===== src/rtl/lsu_dccm_arb_pkg.sv =====
// Shared types for the DCCM port arbiter: FSM state encoding and starvation-counter sizing.
package lsu_dccm_arb_pkg;

  typedef enum logic [1:0] {
    ArbIdle     = 2'd0,
    ArbSbForce  = 2'd1,
    ArbDmaForce = 2'd2
  } lsu_arb_state_t;

  localparam int unsigned StarveCntW = 4;
  localparam logic [StarveCntW-1:0] StarveCntMax = '1;

endpackage


===== src/rtl/lsu_dccm_arb_if.sv =====
// Request/grant bundle between the DCCM requesters (master) and the arbiter (slave).
interface lsu_dccm_arb_if #(
  parameter int unsigned BankBits = 3
);
  logic                freeze;
  logic                ld_rden_dc1;
  logic [BankBits-1:0] ld_lo_bank;
  logic [BankBits-1:0] ld_hi_bank;
  logic                sb_req;
  logic                sb_pic;
  logic [BankBits-1:0] sb_bank;
  logic                dma_req;
  logic [BankBits-1:0] dma_bank;
  logic                sb_gnt;
  logic                dma_gnt;
  logic                ld_block;
  logic [1:0]          arb_state;

  modport master (
    output freeze, ld_rden_dc1, ld_lo_bank, ld_hi_bank,
    output sb_req, sb_pic, sb_bank, dma_req, dma_bank,
    input  sb_gnt, dma_gnt, ld_block, arb_state
  );

  modport slave (
    input  freeze, ld_rden_dc1, ld_lo_bank, ld_hi_bank,
    input  sb_req, sb_pic, sb_bank, dma_req, dma_bank,
    output sb_gnt, dma_gnt, ld_block, arb_state
  );
endinterface


===== src/rtl/lsu_starve_ctr.sv =====
// Saturating count of cycles a requester lost the DCCM port; flags when the next count
// reaches the force threshold.
module lsu_starve_ctr
  import lsu_dccm_arb_pkg::*;
#(
  parameter int unsigned Threshold = 7
) (
  input  logic                  clk_i,
  input  logic                  rst_ni,
  input  logic                  req_i,
  input  logic                  gnt_i,
  input  logic                  freeze_i,
  output logic [StarveCntW-1:0] cnt_o,
  output logic                  hit_o
);

  localparam logic [StarveCntW-1:0] Thr = StarveCntW'(Threshold);

  logic [StarveCntW-1:0] cnt_d, cnt_q;

  always_comb begin
    cnt_d = cnt_q;
    if (gnt_i) begin
      cnt_d = '0;
    end else if (req_i && !freeze_i && (cnt_q != StarveCntMax)) begin
      cnt_d = cnt_q + 1'b1;
    end
  end

  always_ff @(posedge clk_i or negedge rst_ni) begin
    if (!rst_ni) begin
      cnt_q <= '0;
    end else begin
      cnt_q <= cnt_d;
    end
  end

  // A stale count left by a flushed requester must not force the port.
  assign hit_o = req_i && (cnt_d >= Thr);
  assign cnt_o = cnt_q;

endmodule


===== src/rtl/lsu_dccm_arb.sv =====
// DCCM port arbiter: loads win by default; starved stbuf/DMA force the port by blocking
// one load issue slot via the registered ld_block.
module lsu_dccm_arb
  import lsu_dccm_arb_pkg::*;
#(
  parameter int unsigned BankLsb   = 2,
  parameter int unsigned BankBits  = 3,
  parameter int unsigned SbStarve  = 7,
  parameter int unsigned DmaStarve = 3
) (
  input  logic          clk,
  input  logic          rst_l,
  lsu_dccm_arb_if.slave arb
);

  if (BankLsb + BankBits > 32) begin : gen_param_err
    $error("bank index field exceeds the 32-bit address");
  end

  lsu_arb_state_t state_d, state_q;
  logic           ld_block_q;
  logic           cf_sb, cf_dma;
  logic           sb_gnt_idle, dma_gnt_idle;
  logic           sb_gnt, dma_gnt;
  logic           sb_hit, dma_hit;
  logic [StarveCntW-1:0] sb_cnt, dma_cnt;

  assign cf_sb  = arb.ld_rden_dc1 &&
                  ((arb.sb_bank == arb.ld_lo_bank) || (arb.sb_bank == arb.ld_hi_bank));
  assign cf_dma = arb.ld_rden_dc1 &&
                  ((arb.dma_bank == arb.ld_lo_bank) || (arb.dma_bank == arb.ld_hi_bank));

  assign sb_gnt_idle  = arb.sb_req && !arb.freeze && (arb.sb_pic || !cf_sb);
  // DMA occupies both banks, so any banked stbuf write or live load shuts it out.
  assign dma_gnt_idle = arb.dma_req && !arb.freeze && !arb.ld_rden_dc1 && !cf_dma &&
                        !(sb_gnt_idle && !arb.sb_pic);

  always_comb begin
    sb_gnt  = sb_gnt_idle;
    dma_gnt = dma_gnt_idle;
    unique case (state_q)
      ArbDmaForce: begin
        sb_gnt  = arb.sb_req && !arb.freeze && arb.sb_pic;
        dma_gnt = arb.dma_req && !arb.freeze && !arb.ld_rden_dc1;
      end
      default: begin
        sb_gnt  = sb_gnt_idle;
        dma_gnt = dma_gnt_idle;
      end
    endcase
  end

  lsu_starve_ctr #(
    .Threshold(SbStarve)
  ) u_sb_ctr (
    .clk_i   (clk),
    .rst_ni  (rst_l),
    .req_i   (arb.sb_req),
    .gnt_i   (sb_gnt),
    .freeze_i(arb.freeze),
    .cnt_o   (sb_cnt),
    .hit_o   (sb_hit)
  );

  lsu_starve_ctr #(
    .Threshold(DmaStarve)
  ) u_dma_ctr (
    .clk_i   (clk),
    .rst_ni  (rst_l),
    .req_i   (arb.dma_req),
    .gnt_i   (dma_gnt),
    .freeze_i(arb.freeze),
    .cnt_o   (dma_cnt),
    .hit_o   (dma_hit)
  );

  always_comb begin
    state_d = state_q;
    if (!arb.freeze) begin
      unique case (state_q)
        ArbIdle: begin
          if (sb_hit) begin
            state_d = ArbSbForce;
          end else if (dma_hit) begin
            state_d = ArbDmaForce;
          end
        end
        ArbSbForce: begin
          if (sb_gnt || !arb.sb_req) begin
            state_d = dma_hit ? ArbDmaForce : ArbIdle;
          end
        end
        ArbDmaForce: begin
          if (dma_gnt || !arb.dma_req) begin
            state_d = sb_hit ? ArbSbForce : ArbIdle;
          end
        end
        default: state_d = ArbIdle;
      endcase
    end
  end

  always_ff @(posedge clk or negedge rst_l) begin
    if (!rst_l) begin
      state_q    <= ArbIdle;
      ld_block_q <= 1'b0;
    end else begin
      state_q    <= state_d;
      ld_block_q <= (state_d != ArbIdle);
    end
  end

  assign arb.sb_gnt    = sb_gnt;
  assign arb.dma_gnt   = dma_gnt;
  assign arb.ld_block  = ld_block_q;
  assign arb.arb_state = state_q;

endmodule


===== src/flat_wrapper.sv =====
// flat-port wrapper written by rule: the top's interface ports become plain ports
module lsu_dccm_arb_flat import lsu_dccm_arb_pkg::*;
#(
  parameter int unsigned BankLsb   = 2,
  parameter int unsigned BankBits  = 3,
  parameter int unsigned SbStarve  = 7,
  parameter int unsigned DmaStarve = 3
)
  (clk, rst_l, arb_freeze, arb_ld_rden_dc1, arb_ld_lo_bank, arb_ld_hi_bank, arb_sb_req, arb_sb_pic, arb_sb_bank, arb_dma_req, arb_dma_bank, arb_sb_gnt, arb_dma_gnt, arb_ld_block, arb_arb_state);
  lsu_dccm_arb_if #(.BankBits(BankBits)) arb_i ();
  input  logic clk;
  input  logic rst_l;
  input wire logic [$bits(arb_i.freeze)-1:0] arb_freeze;
  input wire logic [$bits(arb_i.ld_rden_dc1)-1:0] arb_ld_rden_dc1;
  input wire logic [$bits(arb_i.ld_lo_bank)-1:0] arb_ld_lo_bank;
  input wire logic [$bits(arb_i.ld_hi_bank)-1:0] arb_ld_hi_bank;
  input wire logic [$bits(arb_i.sb_req)-1:0] arb_sb_req;
  input wire logic [$bits(arb_i.sb_pic)-1:0] arb_sb_pic;
  input wire logic [$bits(arb_i.sb_bank)-1:0] arb_sb_bank;
  input wire logic [$bits(arb_i.dma_req)-1:0] arb_dma_req;
  input wire logic [$bits(arb_i.dma_bank)-1:0] arb_dma_bank;
  output wire logic [$bits(arb_i.sb_gnt)-1:0] arb_sb_gnt;
  output wire logic [$bits(arb_i.dma_gnt)-1:0] arb_dma_gnt;
  output wire logic [$bits(arb_i.ld_block)-1:0] arb_ld_block;
  output wire logic [$bits(arb_i.arb_state)-1:0] arb_arb_state;
  assign arb_i.freeze = arb_freeze;
  assign arb_i.ld_rden_dc1 = arb_ld_rden_dc1;
  assign arb_i.ld_lo_bank = arb_ld_lo_bank;
  assign arb_i.ld_hi_bank = arb_ld_hi_bank;
  assign arb_i.sb_req = arb_sb_req;
  assign arb_i.sb_pic = arb_sb_pic;
  assign arb_i.sb_bank = arb_sb_bank;
  assign arb_i.dma_req = arb_dma_req;
  assign arb_i.dma_bank = arb_dma_bank;
  assign arb_sb_gnt = arb_i.sb_gnt;
  assign arb_dma_gnt = arb_i.dma_gnt;
  assign arb_ld_block = arb_i.ld_block;
  assign arb_arb_state = arb_i.arb_state;
  lsu_dccm_arb #(.BankLsb(BankLsb), .BankBits(BankBits), .SbStarve(SbStarve), .DmaStarve(DmaStarve)) u_core (.clk(clk), .rst_l(rst_l), .arb(arb_i));
endmodule

===== config.mk =====
export PLATFORM = sky130hd
export DESIGN_NAME = lsu_dccm_arb_flat
export DESIGN_NICKNAME = d
export VERILOG_FILES = /design/src/rtl/lsu_dccm_arb_pkg.sv /design/src/rtl/lsu_dccm_arb_if.sv /design/src/rtl/lsu_starve_ctr.sv /design/src/rtl/lsu_dccm_arb.sv /design/src/flat_wrapper.sv
export SDC_FILE = /design/constraint.sdc
export NUM_CORES = 1
export LEC_CHECK = 0
export ABC_CLOCK_PERIOD_IN_PS = 2600
export CAP_MARGIN = 20
export CORE_ASPECT_RATIO = 0.7
export CORE_MARGIN = 2
export CORE_UTILIZATION = 35
export DETAILED_ROUTE_END_ITERATION = 7
export GPL_ROUTABILITY_DRIVEN = 0
export PLACE_DENSITY = 0.64
export SKIP_LAST_GASP = 1
export SLEW_MARGIN = 30
export SYNTH_ARGS = -nofsm -noshare
export SYNTH_HDL_FRONTEND = slang
export SYNTH_SLANG_ARGS = --single-unit

===== constraint.sdc =====
create_clock -name clk -period 2.6 [get_ports clk]
set_input_delay 0.52 -clock clk [delete_from_list [all_inputs] [get_ports clk]]
set_output_delay 0.52 -clock clk [all_outputs]
set_load 0.01 [all_outputs]

**After elaboration in Yosys (flattened, before gate mapping)**

Index checks and enable logic that the tools add are counted.

- Flip-flop bits (word level): 11
- Output and inout bits: 5

- $add $sub $neg: 2
- $lt $le $gt $ge: 2
- Equal/unequal tests: 8
- Muxes and demuxes: 14
- Reductions and logical operators: 29

Operators with widths:

| cell | count |
|---|---|
| 4-bit 2-to-1 mux | 4 |
| 1-bit logical AND | 14 |
| 3-bit equality test | 4 |
| 2-bit 2-to-1 mux | 6 |
| 4-bit by 1-bit adder with 4-bit output (second input constant) | 2 |
| 1-bit zero test | 8 |
| 4-bit != test (second input constant) | 2 |
| 2-bit case mux with 3 select lines | 1 |
| 1-bit logical OR | 5 |
| 4-bit by 2-bit greater-or-equal comparator with 1-bit output (second input constant) | 1 |
| 4-bit by 3-bit greater-or-equal comparator with 1-bit output (second input constant) | 1 |
| 1-bit 2-to-1 mux | 3 |
| 2-bit by 1-bit equality test with 1-bit output (second input constant) | 1 |
| 2-bit equality test (second input constant) | 1 |
| 2-bit zero test | 1 |
| 2-bit nonzero test | 1 |

**Logic depth before layout (Yosys ltp)**

- Word-level depth: 18
- Gate-level depth with buffers: 8

**Modules after synthesis**

Synthesis repeated with hierarchy kept, for this count alone.

- Cell total of the unflattened synthesis: 94
- Area total of the unflattened synthesis: 862.1 um^2

By module, submodules not included:

| module | instances | cells each | area an instance (um^2) |
|---|---|---|---|
| lsu_dccm_arb | 1 | 40 | 331.6 |
| lsu_starve_ctr at u_core.u_sb_ctr | 1 | 31 | 276.5 |
| lsu_starve_ctr at u_core.u_dma_ctr | 1 | 23 | 254.0 |

**Worst setup path before layout**

No wires, ideal clock.

- Path kind: input -> register
- Start point: input arb_freeze
- End point: register u_core.ld_block_q, in the netlist u_core.arb.ld_block
- Arrival: 1.784 ns
- Required time: 2.463 ns
- Slack: 0.679 ns
- Stages on the path: 8
- Cells stage by stage: buf_6 nor2b_2 buf_6 mux2_4 a22oi_2 o21ai_2 a221oi_2 o211ai_1

- Cells in the longest elaborated chain, start to end: 15

Ends and longest elaborated chain:

| item | line | source |
|---|---|---|
| start, declared | flat_wrapper.sv:13 | `input wire logic [$bits(arb_i.freeze)-1:0] arb_freeze;` |
| 1-bit zero test | n/a |  |
| 1-bit logical AND | lsu_starve_ctr.sv:25, lsu_dccm_arb.sv:33, lsu_dccm_arb.sv:43 |  |
| 1-bit logical AND | lsu_dccm_arb.sv:33 | `assign sb_gnt_idle = arb.sb_req && !arb.freeze && (arb.sb_pic \|\| !cf_sb);` |
| 1-bit logical AND | lsu_dccm_arb.sv:36 | `!(sb_gnt_idle && !arb.sb_pic);` |
| 1-bit zero test | lsu_dccm_arb.sv:36 |  |
| 1-bit logical AND | lsu_dccm_arb.sv:35 | `assign dma_gnt_idle = arb.dma_req && !arb.freeze && !arb.ld_rden_dc1 && !cf_dma &&` |
| 1-bit 2-to-1 mux | lsu_dccm_arb.sv:41 | `unique case (state_q)` |
| 4-bit 2-to-1 mux | lsu_starve_ctr.sv:23 | `if (gnt_i) begin` |
| 4-bit by 2-bit greater-or-equal comparator with 1-bit output | lsu_starve_ctr.sv:39 | `assign hit_o = req_i && (cnt_d >= Thr);` |
| 1-bit logical AND | lsu_starve_ctr.sv:39 |  |
| 2-bit 2-to-1 mux, on equally long branches | lsu_dccm_arb.sv:84, lsu_dccm_arb.sv:90 |  |
| 2-bit 2-to-1 mux, on equally long branches | lsu_dccm_arb.sv:82, lsu_dccm_arb.sv:89 |  |
| 2-bit case mux with 3 select lines | lsu_dccm_arb.sv:80 | `unique case (state_q)` |
| 2-bit 2-to-1 mux (*) | lsu_dccm_arb.sv:79 | `if (!arb.freeze) begin` |
| 2-bit nonzero test (*) | lsu_dccm_arb.sv:109 | `ld_block_q <= (state_d != ArbIdle);` |
| end signal, assigned | lsu_dccm_arb.sv:109 |  |
| end, declared | lsu_dccm_arb.sv:21 | `logic ld_block_q;` |

Every way passes the cells marked *; elsewhere a longest branch is shown, timed or not.

**Final worst setup path**

- Start point: input arb_freeze
- End point: output arb_dma_gnt

- Cells in the longest elaborated chain, start to end: 7

Ends and longest elaborated chain:

| item | line | source |
|---|---|---|
| 1-bit zero test (*) | lsu_dccm_arb.sv:33, lsu_dccm_arb.sv:35, lsu_dccm_arb.sv:44 |  |
| 1-bit logical AND (2 in a row) | lsu_dccm_arb.sv:33 |  |
| 1-bit logical AND | lsu_dccm_arb.sv:36 |  |
| 1-bit zero test | lsu_dccm_arb.sv:36 |  |
| 1-bit logical AND | lsu_dccm_arb.sv:35 |  |
| 1-bit 2-to-1 mux (*) | lsu_dccm_arb.sv:41 |  |
| end, declared | flat_wrapper.sv:23 | `output wire logic [$bits(arb_i.dma_gnt)-1:0] arb_dma_gnt;` |

Marks and branches as above.

==> reports/metrics.cfg <==
[pwr]
max-vdd-ir-drop_v=0.0001437
p_leak_nw=0.5114
powerDensity_nw_per_um2=448.8
power_mw=0.5306

[cts]
cts_max_level=1
post-cts-setup-buffers=0
cts.sinks=11
clkLatencyLatePin_ns=0.26
clock-root-buffer=clkbuf_4
tritoncts=done
cts_buffer_depth=2
cts_buffers=3
clk_pin_slew_ns=0.07

[sta]
timing.final.crit_share=0.9020
tightest_slew_ns=0.4695
fmax_mhz=426.4
finalClockSkew_ns=0.001452
drv_slew=0
fin_ws_ns=0.2548
max_slew_margin=0.6860
finalCriticalPeriod_ns=2.345
tns_ns=0
setup_viol=0
hold_violations=0
whs_ns=0.5487
rsz0062_at_grt=no

[cells_and_area]
fin_util=0.5273
regArea_sq_um=275.3
diodes=0
stdcell_area_sq_um=1182
stdcell_count=159
fill_cells=228
multi_input_area_sq_um=544.3
area_growth_pct=37.35
final_layout_size_suffix_gt1_frac=0.1890
fin_nets=149

[yosys]
syn_area_per_cell_sq_um=8.967
syn_inst=96
ys_ff_latch=11
async_flop_share=1.000
synthTopCellsByArea=dfrtp_1 32%, xnor2_1 6.1%, nand2_1 4.4%
synth_ff_type=dfrtp_1
yosysSeqAreaShare=0.3198
synth_top_area_frac=0.3198
synthesis.nets=117
yosysTopAreaCell=dfrtp_1
synth_area_sq_um=860.8
synth_cell_types=43
synth-edff-count=0
yosysWarnings=0

[floorplan]
die_w_microns=63.28
die_h_microns=45.50
io_pins=24
fp-row-count=14
fp.dieArea_sq_um=2879
core_sq_um=2242
start_util=0.3839

[route]
first_iter_violations=31
ant_nets=0
wl_per_cell_microns=12.33
drc=0
first_pass_iters=4
routed_wl_mm=1.961
vias_per_cell=5.252
dr_total_vias=835

[critical_path]
r2r-start=u_core.u_sb_ctr.cnt_o[0]
cp_data_required_time_ns=2.08
reg2reg_setup_slack_ns=0.55
path_class=in -> out
arrival_ns=1.83
r2r_end=u_core.arb.ld_block
reg2reg_depth=7
cp-start-kind=input pin
endpoint_kind=output port
path_max_fanout=3

[placement]
preCtsSetupSlack_ns=0.008984
postPlaceCellArea_sq_um=1149
place_inst=155
port_buffers=20
place_hpwl_mm=1.603

[global_route]
grt_pass1_wl_mm=3.429
antenna_found_initial=0
grt_pass1_vias=823
grt_overflow=0
grt_max_degree=12
grt_use_total=0.1486

[hold_path]
min_path_cells=1
whs_endpoint=u_core.u_dma_ctr.cnt_o[1]
hold_path.startpoint=u_core.u_dma_ctr.cnt_o[1]
hold_path.class=reg -> reg

[outcome]
status=complete, no violations

[flow_run]
drv_cap=0

==> Yosys cell counts (all sizes together), types with 3 or more instances <==
cell / instances
nand2b: 4
dfrtp: 11
nand4: 6
buf: 3
xnor2: 6
o21ai: 6
a21oi: 4
nand2: 10
inv: 3
nor2: 6
nor2b: 3
==> report_power, final <==
group	internal (mW)	switching (mW)
combinational	0.104	0.0826
clock	0.0568	0.0567
sequential	0.195	0.0356
total	0.356	0.175
==> cell usage in the layout (no fill, tap or decap), types with 2 or more instances in the layout <==
cell type / n
a21oi_1: 4
a31oi_1: 2
buf_4: 11
clkbuf_4: 3
clkdlybuf4s50_1: 18
dfrtp_1: 11
ha_1: 2
inv_1: 3
nand2_1: 10
nand2b_1: 4
nand3_1: 2
nand4_1: 6
nor2_1: 6
nor2b_1: 2
nor3_1: 2
nor3b_1: 2
o211ai_1: 2
o21ai_0: 4
xnor2_1: 6
==> repair_timing <==
action | 4_1_cts | 5_1_grt
hold buffers | 0 | 0
resized for setup | 1 | 2
pin swaps | 0 | 1
endpoints found under the setup margin | 1 | 1
cloned | 0 | 0
==> worst max-delay path: stages <==
cell and delay, ns:
clkdlybuf4s50_1 0.56, nor3b_1 0.09, a21o_1 0.19, nor3b_1 0.17, dlygate4sd2_1 0.29
==> logic make-up after synthesis <==
group / Yosys count / synth area share
AND/OR/NAND/NOR: 40 / 0.2515
AO/OA/AOI/OAI: 25 / 0.2166
flip-flops: 11 / 0.3198
XOR/XNOR: 7 / 0.07122
buffers and inverters: 7 / 0.05377
multiplexers: 4 / 0.05813
adder cells (fa/ha/maj): 2 / 0.02907
==> layout make-up <==
type / instances / share of cell area
Tap cell: 32 / 0.03386
Multi-Input combinational cell: 78 / 0.4603
Clock inverter: 1 / 0.004233
Clock buffer: 3 / 0.01905
Timing Repair Buffer: 31 / 0.2402
Inverter: 3 / 0.009524
Sequential cell: 11 / 0.2328
==> how the worst max path moves through the flow <==
stage / to / slack, ns / depth (start not counted) / from
finish: arb_dma_gnt / 0.25 / 5 / arb_freeze
floorplan: u_core.arb.ld_block / 0.68 / 8 / arb_freeze
CTS: arb_sb_gnt / 0.06 / 5 / arb_sb_req
global route: arb_dma_gnt / 0.13 / 5 / arb_freeze
detailed placement: arb_dma_gnt / 0.009 / 5 / arb_sb_req
global placement: arb_dma_gnt / 0.003 / 5 / arb_sb_pic
==> flip-flops by register name, summed over array words and instances, names as in the netlist <==
name                    cells
u_core.u_sb_ctr.cnt_o       4
u_core.arb.ld_block         1
u_core.arb.arb_state        2
u_core.u_dma_ctr.cnt_o      4
==> metal layers <==
metal / part of all wire / up-vias / wire, microns / GRT usage
met5: 0 / - / 0 / 0
met4: 0 / 0 / 0 / 0.03913
met3: 0.063 / 0 / 124 / 0.01980
met2: 0.45 / 30 / 885 / 0.2638
met1: 0.49 / 386 / 952 / 0.1963
li1: - / 419 / - / -
Note: power is estimated with default switching activity, not from simulation.
